### src/rtl/ifu_bht_update_ctl_pkg.sv
// Shared IFU/EXU types: default BHT geometry and the resolved-branch update packet.
package swerv_types;

    localparam int BHT_ADDR_HI_DFLT = 9;
    localparam int BHT_ADDR_LO_DFLT = 4;
    localparam int BHT_IW           = BHT_ADDR_HI_DFLT - BHT_ADDR_LO_DFLT + 1;
    localparam int BHT_UPD_DEPTH    = 4;

    typedef struct packed {
        logic [1:0]        bank;
        logic [BHT_IW-1:0] index;
        logic [1:0]        hist;
    } bht_upd_pkt_t;

endpackage

### src/rtl/ifu_bht_update_ctl_fifo.sv
// Circular update queue with wrap-bit pointers and a youngest-entry key compare
// used by the parent to decide whether an incoming update can be coalesced.
module bht_upd_fifo #(
    parameter int IW    = 6,
    parameter int DEPTH = 4
) (
    input  logic          clk,
    input  logic          rst_l,
    input  logic          push_i,
    input  logic          pop_i,
    input  logic          coal_i,
    input  logic [1:0]    bank_i,
    input  logic [IW-1:0] index_i,
    input  logic [1:0]    hist_i,
    output logic [1:0]    head_bank_o,
    output logic [IW-1:0] head_index_o,
    output logic [1:0]    head_hist_o,
    output logic          full_o,
    output logic          empty_o,
    output logic          one_o,
    output logic          tail_match_o
);

    localparam int AW = $clog2(DEPTH);
    localparam int PW = AW + 1;

    logic [PW-1:0]    wptr_q, wptr_d, rptr_q, rptr_d;
    logic [DEPTH-1:0] vld_q, vld_d;
    logic [1:0]       bank_q  [DEPTH];
    logic [IW-1:0]    index_q [DEPTH];
    logic [1:0]       hist_q  [DEPTH];

    logic [AW-1:0] widx, ridx, tidx;

    assign widx = wptr_q[AW-1:0];
    assign ridx = rptr_q[AW-1:0];
    assign tidx = widx - AW'(1);

    assign empty_o = (wptr_q == rptr_q);
    assign full_o  = (wptr_q[AW-1:0] == rptr_q[AW-1:0]) && (wptr_q[AW] != rptr_q[AW]);
    assign one_o   = ((wptr_q - rptr_q) == PW'(1));

    assign tail_match_o = vld_q[tidx] && (bank_q[tidx] == bank_i) && (index_q[tidx] == index_i);

    assign head_bank_o  = bank_q[ridx];
    assign head_index_o = index_q[ridx];
    assign head_hist_o  = hist_q[ridx];

    // Push after pop so a full-with-pop cycle re-validates the slot just freed.
    always_comb begin
        wptr_d = wptr_q + PW'(push_i);
        rptr_d = rptr_q + PW'(pop_i);
        vld_d  = vld_q;
        if (pop_i)  vld_d[ridx] = 1'b0;
        if (push_i) vld_d[widx] = 1'b1;
    end

    always_ff @(posedge clk or negedge rst_l) begin
        if (!rst_l) begin
            wptr_q <= '0;
            rptr_q <= '0;
            vld_q  <= '0;
        end else begin
            wptr_q <= wptr_d;
            rptr_q <= rptr_d;
            vld_q  <= vld_d;
        end
    end

    // Payload storage carries no reset; the valid bits qualify it.
    always_ff @(posedge clk) begin
        if (push_i) begin
            bank_q[widx]  <= bank_i;
            index_q[widx] <= index_i;
            hist_q[widx]  <= hist_i;
        end else if (coal_i) begin
            hist_q[tidx]  <= hist_i;
        end
    end

endmodule

### src/rtl/ifu_bht_update_ctl.sv
// Turns resolved-branch packets into BHT write transactions through a small
// coalescing queue, and keeps free-running update statistics.
module ifu_bht_update_ctl
    import swerv_types::*;
#(
    parameter int BHT_ADDR_HI = BHT_ADDR_HI_DFLT,
    parameter int BHT_ADDR_LO = BHT_ADDR_LO_DFLT,
    parameter int DEPTH       = BHT_UPD_DEPTH
) (
    input  logic                             clk,
    input  logic                             rst_l,
    input  logic                             br_upd_valid,
    input  logic [BHT_ADDR_HI-BHT_ADDR_LO:0] br_upd_index,
    input  logic [1:0]                       br_upd_bank,
    input  logic [1:0]                       br_upd_hist,
    input  logic                             br_upd_misp,
    input  logic                             br_upd_ataken,
    output logic                             bht_wr_en,
    output logic [BHT_ADDR_HI-BHT_ADDR_LO:0] bht_wr_addr,
    output logic [1:0]                       bht_wr_bank,
    output logic [1:0]                       bht_wr_data,
    input  logic                             bht_wr_ready,
    output logic [31:0]                      upd_cnt,
    output logic [31:0]                      misp_cnt,
    output logic [31:0]                      taken_cnt,
    output logic [31:0]                      drop_cnt,
    output logic                             fifo_full,
    output logic                             fifo_empty
);

    localparam int IW = BHT_ADDR_HI - BHT_ADDR_LO + 1;

    logic pop, push, coal, drop, accept;
    logic full, empty, one, tail_match;

    logic [31:0] upd_cnt_q,   upd_cnt_d;
    logic [31:0] misp_cnt_q,  misp_cnt_d;
    logic [31:0] taken_cnt_q, taken_cnt_d;
    logic [31:0] drop_cnt_q,  drop_cnt_d;

    bht_upd_fifo #(
        .IW    (IW),
        .DEPTH (DEPTH)
    ) u_fifo (
        .clk          (clk),
        .rst_l        (rst_l),
        .push_i       (push),
        .pop_i        (pop),
        .coal_i       (coal),
        .bank_i       (br_upd_bank),
        .index_i      (br_upd_index),
        .hist_i       (br_upd_hist),
        .head_bank_o  (bht_wr_bank),
        .head_index_o (bht_wr_addr),
        .head_hist_o  (bht_wr_data),
        .full_o       (full),
        .empty_o      (empty),
        .one_o        (one),
        .tail_match_o (tail_match)
    );

    assign bht_wr_en  = ~empty;
    assign fifo_full  = full;
    assign fifo_empty = empty;

    // A lone entry leaving this cycle is already committed to the write port,
    // so it cannot absorb a later update.
    assign pop    = ~empty & bht_wr_ready;
    assign coal   = br_upd_valid & tail_match & ~(pop & one);
    assign push   = br_upd_valid & ~coal & (~full | pop);
    assign drop   = br_upd_valid & ~coal & full & ~pop;
    assign accept = coal | push;

    always_comb begin
        upd_cnt_d   = upd_cnt_q   + 32'(accept);
        misp_cnt_d  = misp_cnt_q  + 32'(accept & br_upd_misp);
        taken_cnt_d = taken_cnt_q + 32'(accept & br_upd_ataken);
        drop_cnt_d  = drop_cnt_q  + 32'(drop);
    end

    always_ff @(posedge clk or negedge rst_l) begin
        if (!rst_l) begin
            upd_cnt_q   <= '0;
            misp_cnt_q  <= '0;
            taken_cnt_q <= '0;
            drop_cnt_q  <= '0;
        end else begin
            upd_cnt_q   <= upd_cnt_d;
            misp_cnt_q  <= misp_cnt_d;
            taken_cnt_q <= taken_cnt_d;
            drop_cnt_q  <= drop_cnt_d;
        end
    end

    assign upd_cnt   = upd_cnt_q;
    assign misp_cnt  = misp_cnt_q;
    assign taken_cnt = taken_cnt_q;
    assign drop_cnt  = drop_cnt_q;

endmodule

### config.mk
export PLATFORM = sky130hd
export DESIGN_NAME = ifu_bht_update_ctl
export DESIGN_NICKNAME = d
export VERILOG_FILES = /design/src/rtl/ifu_bht_update_ctl_pkg.sv /design/src/rtl/ifu_bht_update_ctl_fifo.sv /design/src/rtl/ifu_bht_update_ctl.sv
export SDC_FILE = /design/constraint.sdc
export NUM_CORES = 1
export LEC_CHECK = 0
export BUFFER_PORTS_ARGS = -buffer_cell sky130_fd_sc_hd__buf_2
export CORE_ASPECT_RATIO = 0.9
export CORE_UTILIZATION = 40
export CTS_BUF_LIST = sky130_fd_sc_hd__clkbuf_4 sky130_fd_sc_hd__clkbuf_8
export DETAILED_ROUTE_END_ITERATION = 10
export SYNTH_ARGS = -nofsm -noshare
export SYNTH_HDL_FRONTEND = slang
export SYNTH_HIERARCHICAL = 1
export SYNTH_SLANG_ARGS = --single-unit
### constraint.sdc
create_clock -name clk -period 4 [get_ports clk]
set_clock_uncertainty 0.1 [all_clocks]
set_input_delay 0.2 -clock clk [delete_from_list [all_inputs] [get_ports clk]]
set_output_delay 0.2 -clock clk [all_outputs]
set_load 0.005 [all_outputs]
==> run_results.csv <==
group,metric,value,unit
run_status,status,"complete, but fails checks",
run_status,violations,"DRC",
floorplanning,die_h,137,um
cts,clock_latency,0.45,ns
layout,fin_nets,884,
route,ant_nets,0,
pwr,power.share.switching,31.7,%
route,routed_wl,18000,um
sta,final-hold-violation-count,0,
cts,cts_tree,"built",
synth,yosys.area_share.xor_xnor,14.7,%
layout,fillers,1812,
pwr,p_leak,0.00465,uW
sta,setup_viol,0,
synth,synth_compound_area_share,1.14,%
layout,multiInputGateArea,3490,um^2
floorplanning,die_area,21000,um^2
critical_path,required,4.23,ns
placed_design,place_area,9330,um^2
floorplanning,initial_core_util,40.8,%
layout,drive_above_1_share,30.2,%
pwr,cellPowerDensity,523,nW/um^2
critical_path,ff2ff_path_depth,18,
sta,period_minus_slack,3.80,ns
route,route.met2.wl,8020,um
layout,final_common_cell,"buf_2",
grt,grt_pass1_wl,28800,um
critical_path,worstReg2RegEnd,"misp_cnt[28]",
grt,grt_max_degree,101,
critical_path,r2r_start,"u_fifo/wptr_q[0]",
sta,rsz0062_at_grt,"true",
synth,ys_ff_latch,178,
sta,maxSlewHeadroom,23.6,%
route,highest_layer,"met4",
hold_path,hold_class,"input port to register",
synth,syn_nets,685,
sta,worst_slew_pin_slew,1.14,ns
synth,syn-cell-area,8160,um^2
synth,synth_cell_types,44,
grt,grt_pass1_vias,5343,
route,avgRoutedWirePerCell,16.1,um
synth,synthAdderAreaFrac,3.31,%
pwr,peakVddDrop,0.249,mV
critical_path,cp.arrival,4.03,ns
pwr,totalPowerFinal,5250,uW
floorplanning,die_x,153,um
placed_design,dp_slack,-0.0576,ns
critical_path,ff2ff_setup_slack,0.20,ns
critical_path,cp-start-kind,"register",
layout,final_cell_mix,"buf_2, dfrtp_1, xnor2_1, nand4_1, nand3_1",
route,drt_pass1_iterations,8,
route,avgViaCountPerCell,5.13,
synth,synth_area_per_cell,12.6,um^2
synth,syn-instance-count,648,
sta,period_share,94.9,%
layout,n_antenna_cell,0,
placed_design,gp_congestion,0.803,
placed_design,numPortBuffers,156,
layout,layout.area.seq,4650,um^2
hold_path,holdPathStages,3,
grt,grtUsageTotal,17.5,%
grt,grt_antenna_before_repair,0,
grt,overflow,0,
pwr,comb_power_share,31.6,%
floorplanning,io_pins,157,
hold_path,min_from,"br_upd_ataken",
route,vias,5721,
critical_path,worst-path-max-fanout,6,
sta,fmax,263,MHz
synth,yosys_warnings,6,
hold_path,hold_path_end,"taken_cnt[0]",
synth,synthMuxAreaShare,5.08,%
cts,cts-htree-levels,4,
layout,fin_util,50.3,%
layout,design_area,10000,um^2
pwr,share_seq_of_total_power,44.0,%
synth,synth_top_family_by_area,"simple AND/OR/NAND/NOR gates",
cts,clk_pin_slew_worst_paths,0.09,ns
pwr,power.switching,1670,uW
pwr,p_int,3580,uW
sta,slew_violations,0,
layout,area_growth,23.2,%
sta,tns,0,ns
pwr,clock_power_share,24.4,%
floorplanning,rows,49,
floorplanning,core_area,20000,um^2
route,drc,12,
cts,cts_inserted_buffers,17,
synth,synth_seq_area_share,57.1,%
critical_path,endpoint_kind,"register",
route,drt-initial-drc-count,296,
cts,clkSinkCount,178,
placed_design,dpl.hpwl,12500,um
cts,clockRootBuffer,"clkbuf_8",
cts,cts_buffer_depth,2,
route,wirelength_met1,8790,um
flow_run,cap_violations,0,
synth,synth-simple-area-share,17.1,%
critical_path,path_class,"register to register",
route,wl_met3,854,um
sta,layout_setup_ws,0.205,ns
==> flip-flops by register name, indices dropped and copies added (netlist names) <==
signal          count
drop_cnt           32
misp_cnt           32
taken_cnt          32
u_fifo/bank_q       8
u_fifo/hist_q       8
u_fifo/index_q     24
u_fifo/rptr_q       3
u_fifo/vld_q        4
u_fifo/wptr_q       3
upd_cnt            32
==> how the worst max path moves through the flow <==
stage,from,slack [ns],to
final,u_fifo/wptr_q[0],0.20,misp_cnt[28]
after global routing,u_fifo/wptr_q[0],-0.06,misp_cnt[28]
after CTS,u_fifo/wptr_q[0],0.07,misp_cnt[28]
after floorplan,u_fifo/wptr_q[0],0.15,misp_cnt[26]
after detailed placement,u_fifo/wptr_q[0],-0.06,misp_cnt[18]
after global placement,u_fifo/wptr_q[0],0.07,misp_cnt[18]
==> cell usage after synthesis <==
cell       count  area share, %
or3_1          2           0.15
buf_1          2          0.092
nor4_1        14            1.1
xor2_1        31            3.3
buf_2          4           0.25
nor4_2         2           0.31
edfxtp_1      40             15
nand3_2        1           0.12
nand4_4        1           0.26
inv_1         12           0.55
nand3b_1       1          0.092
nand2b_1       3           0.23
buf_6          2           0.28
nor3b_1        2           0.18
nor2_1        18           0.83
o21ai_0        2           0.12
a2111oi_2      1           0.18
nand2_1       43            2.0
fa_1           1           0.25
and2_1        10           0.77
ha_1          20            3.1
or4_4          1           0.14
nand4_1       53            4.1
nand3_1       48            2.9
mux2i_1       11            1.4
xnor2_1      106             11
buf_4          1          0.092
a31oi_1        1          0.077
a21oi_1        1          0.061
nor2b_1        1          0.077
mux2_2         1           0.14
nand4b_1       2           0.21
and4_1         7           0.75
nor4_4         1           0.26
and3_1        23            1.8
clkbuf_1       7           0.32
and3_2         1          0.092
dfrtp_1      138             42
o32ai_1        2           0.21
a21o_1         3           0.28
mux4_2        13            3.6
o21a_1         1          0.092
o2bb2ai_1      1           0.11
nor3_1        13           0.80
==> stage by stage <==
stage	cells	hold slack, ns
final	1115	0.0373
after CTS	1106	0.0186
after global placement	1062	0.287
after floorplan	648	-0.196
after detailed placement	1062	0.288
after global routing	1115	0.0493
==> what timing repair did <==
action	CTS	global route
gates resized for setup	2	28
endpoints found under the hold margin	139	0
pin swaps	0	18
setup buffers	0	8
hold buffers	12	0
endpoints found under the setup margin	4	43
gates cloned	0	1
==> worst max-delay path: stages (launching register included) <==
cell,delay [ns]
dfrtp_1,0.37
inv_2,0.06
ha_4,0.27
buf_6,0.12
buf_6,0.12
mux2i_2,0.23
xnor2_1,0.12
nor4_2,0.24
nand2_1,0.13
a2111oi_4,0.46
o21a_2,0.23
and2_4,0.17
ha_4,0.13
ha_4,0.13
nand4_1,0.16
nor2_2,0.20
buf_6,0.14
nand4_1,0.11
xnor2_1,0.20
==> routing by layer <==
layer | vias to the layer above | track usage, %
met5 | - | 0
met2 | 134 | 26.1
met1 | 2826 | 24.9
met3 | 21 | 4.18
li1 | 2740 | -
met4 | 0 | 6.06
==> power groups by stage <==
stage | registers [uW] | clock network [uW] | logic [uW]
4_1_cts | 2300 | 1320 | 1500
2_1_floorplan | 2320 | 0 | 929
3_3_place_gp | 2340 | 0 | 1440
6_report | 2310 | 1280 | 1660
3_5_place_dp | 2340 | 0 | 1470
5_1_grt | 2340 | 1400 | 1830
==> cells by family after synthesis <==
kind of cell	count (synthesis)
xor gates and xnor gates	137
buffers and inverters	28
adders and majority gates	21
AOI/OAI and AO/OA	12
muxes	25
and+or+nand+nor	247
DFF	178
==> cell type report <==
type                       instances  area share [%]
sequential                       178            46.3
multi-input combinational        442            34.7
timing repair buffer             196            11.2
tap                              255            3.18
clock buffer                      22            2.89
clock inverter                    10            1.22
inverter                          12           0.448
Note: power is estimated with default switching activity, not from simulation.
